$ cat src/rtl/pkt_traffic_gen.sv
// Packet traffic generator: emits bursts of header+payload packets with directed
// or LFSR-random fields, honouring per-cycle downstream ready.
module pkt_traffic_gen #(
  parameter int          DATA_WIDTH      = 32,
  parameter int          PORT_NUB_TOTAL  = 16,
  parameter int          PRIORITY        = 8,
  parameter int          DATA_LENGTH_MAX = 512,
  parameter int          TX_PORT         = 0,
  parameter int          IPG             = 2,
  parameter logic [15:0] LFSR_SEED       = 16'hACE1
) (
  input  logic                               clk,
  input  logic                               rst_n,
  input  logic                               start,
  input  logic                               mode,
  input  logic [$clog2(PORT_NUB_TOTAL)-1:0]  dest,
  // `priority` is a reserved word in SystemVerilog
  input  logic [$clog2(PRIORITY)-1:0]        prio,
  input  logic [$clog2(DATA_LENGTH_MAX)-1:0] length,
  input  logic [7:0]                         burst_cnt,
  input  logic                               ready,
  output logic                               idle,
  output logic                               done,
  output logic                               wr_sop,
  output logic                               wr_eop,
  output logic                               wr_vld,
  output logic [DATA_WIDTH-1:0]              wr_data,
  output logic [15:0]                        pkt_cnt
);

  localparam int WS = $clog2(PORT_NUB_TOTAL);
  localparam int WP = $clog2(PRIORITY);
  localparam int WL = $clog2(DATA_LENGTH_MAX);
  localparam logic [15:0]   SEED_EFF  = (LFSR_SEED == 16'h0000) ? 16'h0001 : LFSR_SEED;
  localparam logic [15:0]   LEN_MAX16 = 16'(DATA_LENGTH_MAX - 1);
  localparam logic [WL-1:0] LEN_ONE   = 1;

  if (DATA_WIDTH < 32 || DATA_WIDTH < 16 + WL + WP + WS) begin : g_bad_width
    $error("pkt_traffic_gen: DATA_WIDTH too small for header fields");
  end
  if (WL > 16) begin : g_bad_len
    $error("pkt_traffic_gen: DATA_LENGTH_MAX exceeds 16-bit payload index");
  end
  if (TX_PORT < 0 || TX_PORT >= PORT_NUB_TOTAL) begin : g_bad_port
    $error("pkt_traffic_gen: TX_PORT out of range");
  end

  typedef enum logic [1:0] {S_IDLE, S_HEAD, S_BODY, S_GAP} state_t;
  state_t state, state_nx;

  logic            mode_r;
  logic [WS-1:0]   cur_dest, rnd_dest;
  logic [WP-1:0]   cur_prio, rnd_prio;
  logic [WL-1:0]   cur_len, rnd_len, idx;
  logic [7:0]      rem;
  logic [15:0]     gap_cnt, lfsr, lfsr_nx, rnd_len_raw;
  logic            rand_now, emit, last_word, enter_head;
  logic [DATA_WIDTH-1:0] hdr_word, body_word;

  always_ff @(posedge clk or negedge rst_n) begin
    if (!rst_n) state <= S_IDLE;
    else        state <= state_nx;
  end

  always_comb begin
    lfsr_nx     = {1'b0, lfsr[15:1]} ^ (lfsr[0] ? 16'hB400 : 16'h0000);
    rnd_dest    = lfsr_nx[WS-1:0];
    rnd_prio    = lfsr_nx[WS +: WP];
    rnd_len_raw = {8'h00, lfsr_nx[15:12], 4'h0} + 16'd15;
    if (rnd_len_raw > LEN_MAX16) rnd_len_raw = LEN_MAX16;
    rnd_len     = WL'(rnd_len_raw);

    rand_now   = (state == S_IDLE) ? mode : mode_r;
    emit       = ready && (state == S_HEAD || state == S_BODY);
    last_word  = emit && ((state == S_HEAD && cur_len == '0) ||
                          (state == S_BODY && idx == cur_len - LEN_ONE));
    state_nx   = state;
    enter_head = 1'b0;
    case (state)
      S_IDLE: if (start) begin
        state_nx   = S_HEAD;
        enter_head = 1'b1;
      end
      S_HEAD: if (emit && !last_word) state_nx = S_BODY;
      S_GAP:  if (gap_cnt == '0) begin
        state_nx   = S_HEAD;
        enter_head = 1'b1;
      end
      default: ;
    endcase
    if (last_word) begin
      if (rem <= 8'd1) begin
        state_nx = S_IDLE;
      end else if (IPG == 0) begin
        state_nx   = S_HEAD;
        enter_head = 1'b1;
      end else begin
        state_nx = S_GAP;
      end
    end

    hdr_word = '0;
    hdr_word[0 +: WS]            = cur_dest;
    hdr_word[WS +: WP]           = cur_prio;
    hdr_word[WS + WP +: WL]      = cur_len;
    hdr_word[WS + WP + WL +: 16] = pkt_cnt;
    body_word = '0;
    body_word[15:0]  = 16'(idx);
    body_word[31:16] = pkt_cnt;
  end

  always_ff @(posedge clk or negedge rst_n) begin
    if (!rst_n) begin
      mode_r   <= 1'b0;
      cur_dest <= '0;
      cur_prio <= '0;
      cur_len  <= '0;
      idx      <= '0;
      rem      <= '0;
      gap_cnt  <= '0;
      lfsr     <= SEED_EFF;
      pkt_cnt  <= '0;
      wr_sop   <= 1'b0;
      wr_eop   <= 1'b0;
      wr_vld   <= 1'b0;
      wr_data  <= '0;
      done     <= 1'b0;
    end else begin
      if (state == S_IDLE && start) begin
        mode_r <= mode;
        rem    <= (burst_cnt == 8'd0) ? 8'd1 : burst_cnt;
      end
      // Directed fields are captured once per burst; random ones refresh per packet.
      if (enter_head) begin
        if (rand_now) begin
          lfsr     <= lfsr_nx;
          cur_dest <= rnd_dest;
          cur_prio <= rnd_prio;
          cur_len  <= rnd_len;
        end else if (state == S_IDLE) begin
          cur_dest <= dest;
          cur_prio <= prio;
          cur_len  <= length;
        end
      end
      if (emit) idx <= (state == S_HEAD) ? '0 : idx + LEN_ONE;
      if (state == S_GAP && gap_cnt != '0) gap_cnt <= gap_cnt - 16'd1;
      if (last_word) begin
        rem     <= rem - 8'd1;
        pkt_cnt <= pkt_cnt + 16'd1;
        gap_cnt <= 16'((IPG > 0) ? IPG - 1 : 0);
      end
      wr_vld  <= emit;
      wr_sop  <= emit && (state == S_HEAD);
      wr_eop  <= last_word;
      done    <= last_word && (rem <= 8'd1);
      wr_data <= emit ? ((state == S_HEAD) ? hdr_word : body_word) : '0;
    end
  end

  assign idle = (state == S_IDLE);

endmodule
$ cat config.mk
export PLATFORM = sky130hd
export DESIGN_NAME = pkt_traffic_gen
export DESIGN_NICKNAME = d
export VERILOG_FILES = /design/src/rtl/pkt_traffic_gen.sv
export SDC_FILE = /design/constraint.sdc
export NUM_CORES = 1
export LEC_CHECK = 0
export ABC_CLOCK_PERIOD_IN_PS = 4000
export BUFFER_PORTS_ARGS = -buffer_cell sky130_fd_sc_hd__buf_2
export CAP_MARGIN = 30
export CORE_UTILIZATION = 50
export CTS_BUF_LIST = sky130_fd_sc_hd__clkbuf_8
export CTS_CLUSTER_SIZE = 14
export DETAILED_ROUTE_END_ITERATION = 16
export PLACE_DENSITY = 0.68
export SETUP_SLACK_MARGIN = 0.4
export SLEW_MARGIN = 40
export SYNTH_ARGS = -nofsm -noshare
export SYNTH_HDL_FRONTEND = slang
export SYNTH_SLANG_ARGS = --single-unit
$ cat constraint.sdc
create_clock -name clk -period 4 [get_ports clk]
set_input_delay 0.4 -clock clk [delete_from_list [all_inputs] [get_ports clk]]
set_output_delay 0.4 -clock clk [all_outputs]
set_load 0.005 [all_outputs]
==> summary.md <==
| Metric | Value |
|---|---|
| Fin Hold WS | `-0.0337 ns` |
| Yosys top cell by area | `dfrtp_1` |
| Required @ worst endpoint | `4.29 ns` |
| Placed insts | `around 750` |
| Max-cap viol count | `0` |
| Die width | `~110 um` |
| Slew headroom | `0.556` |
| CP peak stage delay | `~0.46 ns` |
| Nets | `~660` |
| CTS tree | `yes` |
| Synthesized Nets | `585` |
| Post-synth cell types | `54` |
| Routed Antenna Nets | `0` |
| Die Span Y | `109 um` |
| Asr flop ratio synth | `1.00` |
| Power density cells | `between 600 and 700 nW/um^2` |
| Minimum clock period | `a little under 3 ns` |
| Slowest library cell on the worst path | `nor3_1` |
| Site Rows | `38` |
| Clk_skew | `roughly 0.017 ns` |
| Vias per cell | `around 5.4` |
| Layout cell share with drive strength beyond 1 | `0.245` |
| Worst Tran Pin Value | `0.665 ns` |
| Drt first pass iters | `5` |
| Setup crit start kind | `flop` |
| Crit path max-delay family | `simple AND/OR/NAND/NOR gates` |
| Post-synth EDFFs | `0` |
| CTS buffer count | `17` |
| Clock net sink count | `120` |
| PortBufs | `just over 80` |
| Pin count of the biggest net entering global routing | `around 80` |
| Crit path DAT | `around 3.3 ns` |
| Vias | `around 4200` |
| Kind of critical path | `flop to flop` |
| Clock Tree Buf Depth | `2` |
| CTS root buf | `clkbuf_8` |
| Number of global-route vias before repair | `3907` |
| Final slew viol count | `0` |
| Post-Route WL | `roughly 12 mm` |
| Lkg Pwr | `3.23 nW` |
| I/O Pins | `82` |
| Area grow syn2layout | `15.1%` |
| Placed Area | `slightly above 6000 um^2` |
| Placer congestion estimate | `0.821` |
| Critical-path cell list | `inv_1, ha_1, or3b_1, nor3_1, xnor2_1, o31ai_1, nand4_1, nor3_1, o2bb2ai_1` |
| Post-CTS Hold Buffers | `0` |
| Post-cts resize count | `0` |
| DR WL/cell | `about 15 um` |
| Hold Path Class | `primary input to async pin` |
| Core Footprint | `11000 um^2` |
| Area fraction of the dominant cell type after synthesis | `0.493` |
| Global-route usage over all layers | `0.218` |
| Synth warn | `0` |
| Non-filler cells, final | `between 700 and 800` |
| DRC | `0` |
| Status | `finished with violations` |
| Syn Area/Cell | `10.4 um^2` |
| Total Neg Setup Slack | `0 ns` |
| Critical Path End Type | `flop` |
| Violated checks | `negative hold slack` |
| Synth area leaders | `dfrtp_1, xnor2_1, nand2_1` |
| H-tree level count | `4` |
| Post-synthesis sequential area ratio | `0.530` |
| Number of diodes | `0` |
| Yosys reg bits | `120` |
| Cell area after layout | `about 6500 um^2` |
| Iter 0 DRT Violations | `180` |
| Worst-path clk slew | `approximately 0.07 ns` |
| Crit-path max FO | `6` |
| First-pass GRT wire length | `about 19 mm` |
| Fin. Hold Viols | `18` |
| Cells after Synth | `around 550` |
| Post-synth top flop | `dfrtp_1` |
| Fin crit share | `0.739` |
| Most used cell, CP | `nor3_1` |
| Worst Path Buf+Inv | `1` |
| Tot Pwr | `approximately 4.2 mW` |
| # setup viols final | `0` |
| Post-CTS Setup Inserts | `0` |
| Detailed placer's ending HPWL | `around 8.1 mm` |
| Die area | `around 12000 um^2` |
| Syn Std Cell Area | `between 5000 and 6000 um^2` |
| Maximum clock rate | `~0.34 GHz` |
| RSZ-0062 raised after global routing | `no` |
| Clk Latency, worst-skew pair | `around 0.44 ns` |
| Initial core utilization | `0.518` |
| GRT overflow | `0` |
| Worst VDD drop | `around 0.00032 V` |
| Initial antenna violation count | `0` |
[kinds of logic (layout without fill, tap and decap cells)]
family	count (synthesis)	after routing	share of synthesized area
and+or+nand+nor	222	222	0.199
DFF	120	120	0.530
AOI/OAI and AO/OA	65	65	0.0708
xor gates and xnor gates	45	45	0.0693
buffers and inverters	45	137	0.0383
muxes	37	37	0.0684
adders and majority gates	11	11	0.0242
[path summary, 6_finish.rpt]
path	startpoint	end	slack, ns	depth (start not counted)
worst min-delay path	rst_n	wr_data[28]$_DFF_PN0_	-0.03	1
max in group asynchronous	rst_n	idx[7]$_DFFE_PN0P_	3.23	2
worst max register to register	cur_len[0]$_DFFE_PN0P_	state[0]$_DFFE_PN0P_	1.04	9
worst max-delay path	cur_len[0]$_DFFE_PN0P_	state[0]$_DFFE_PN0P_	1.04	9
min in group clk	mode	mode_r$_DFFE_PN0P_	0.22	3
worst min register to register	pkt_cnt[15]$_DFFE_PN0N_	pkt_cnt[15]$_DFFE_PN0N_	0.48	1
[metal layers]
layer | global-route usage | vias to the layer above | wire length, um
met2 | 0.332 | 119 | 5480
met4 | 0.0705 | 0 | 155
met5 | 0 | - | 0
met1 | 0.301 | 2012 | 5540
met3 | 0.0604 | 14 | 624
li1 | - | 2029 | -
[per-stage QoR]
stage | worst slack, ns | util
detailed placement | 1.09 | 0.562
global route | 0.713 | 0.596
CTS | 1.01 | 0.596
floorplan | 1.17 | -
global placement | 1.21 | 0.561
finish | 1.04 | 0.596
[area by class of cell]
cell class,instances,area (um^2)
Clock buffer,19,262
Clock inverter,13,115
Fill cell,963,4430
Inverter,18,67.6
Multi-Input combinational cell,380,2460
Sequential cell,120,3010
Tap cell,140,175
Timing Repair Buffer,87,459
[Yosys cell counts, drive strengths merged, types with 3 or more instances]
cell / n
dfstp: 8
mux2i: 22
or3: 5
and3: 19
a211oi: 3
nand4: 9
buf: 8
mux2: 15
ha: 11
xnor2: 26
nand2: 61
o21ai: 25
clkbuf: 19
dfrtp: 112
nor3: 18
xor2: 19
or4: 10
a21o: 5
and2: 10
nand3: 9
nor2: 57
nand2b: 3
a21oi: 16
inv: 17
or2: 4
nor4: 10
o31a: 3
[sequential cells by signal, summed over array words and instances, names as in the netlist, 4 cells and up]
name / cells
cur_dest: 4
cur_len: 9
gap_cnt: 16
idx: 9
lfsr: 16
pkt_cnt: 16
rem: 8
wr_data: 32
[cell usage in the layout, fill, tap and decap left out, drive strengths merged, types with 4 or more instances in the layout]
master / instances
o21ai: 25
mux2i: 22
and3: 19
a21o: 5
nor2: 57
inv: 21
nor4: 10
clkbuf: 20
clkinv: 6
and2: 10
buf: 86
mux2: 15
or4: 10
or2: 4
ha: 11
xnor2: 26
xor2: 19
nand3: 9
nor3: 18
nand2: 61
nand4: 9
dfrtp: 112
dfstp: 8
or3: 5
a21oi: 16
[power breakdown]
part | switching (mW) | internal, mW
Combinational | 0.755 | 0.571
Clock | 0.465 | 0.571
Sequential | 0.328 | 1.54
Power figures use the tool's default switching activity.
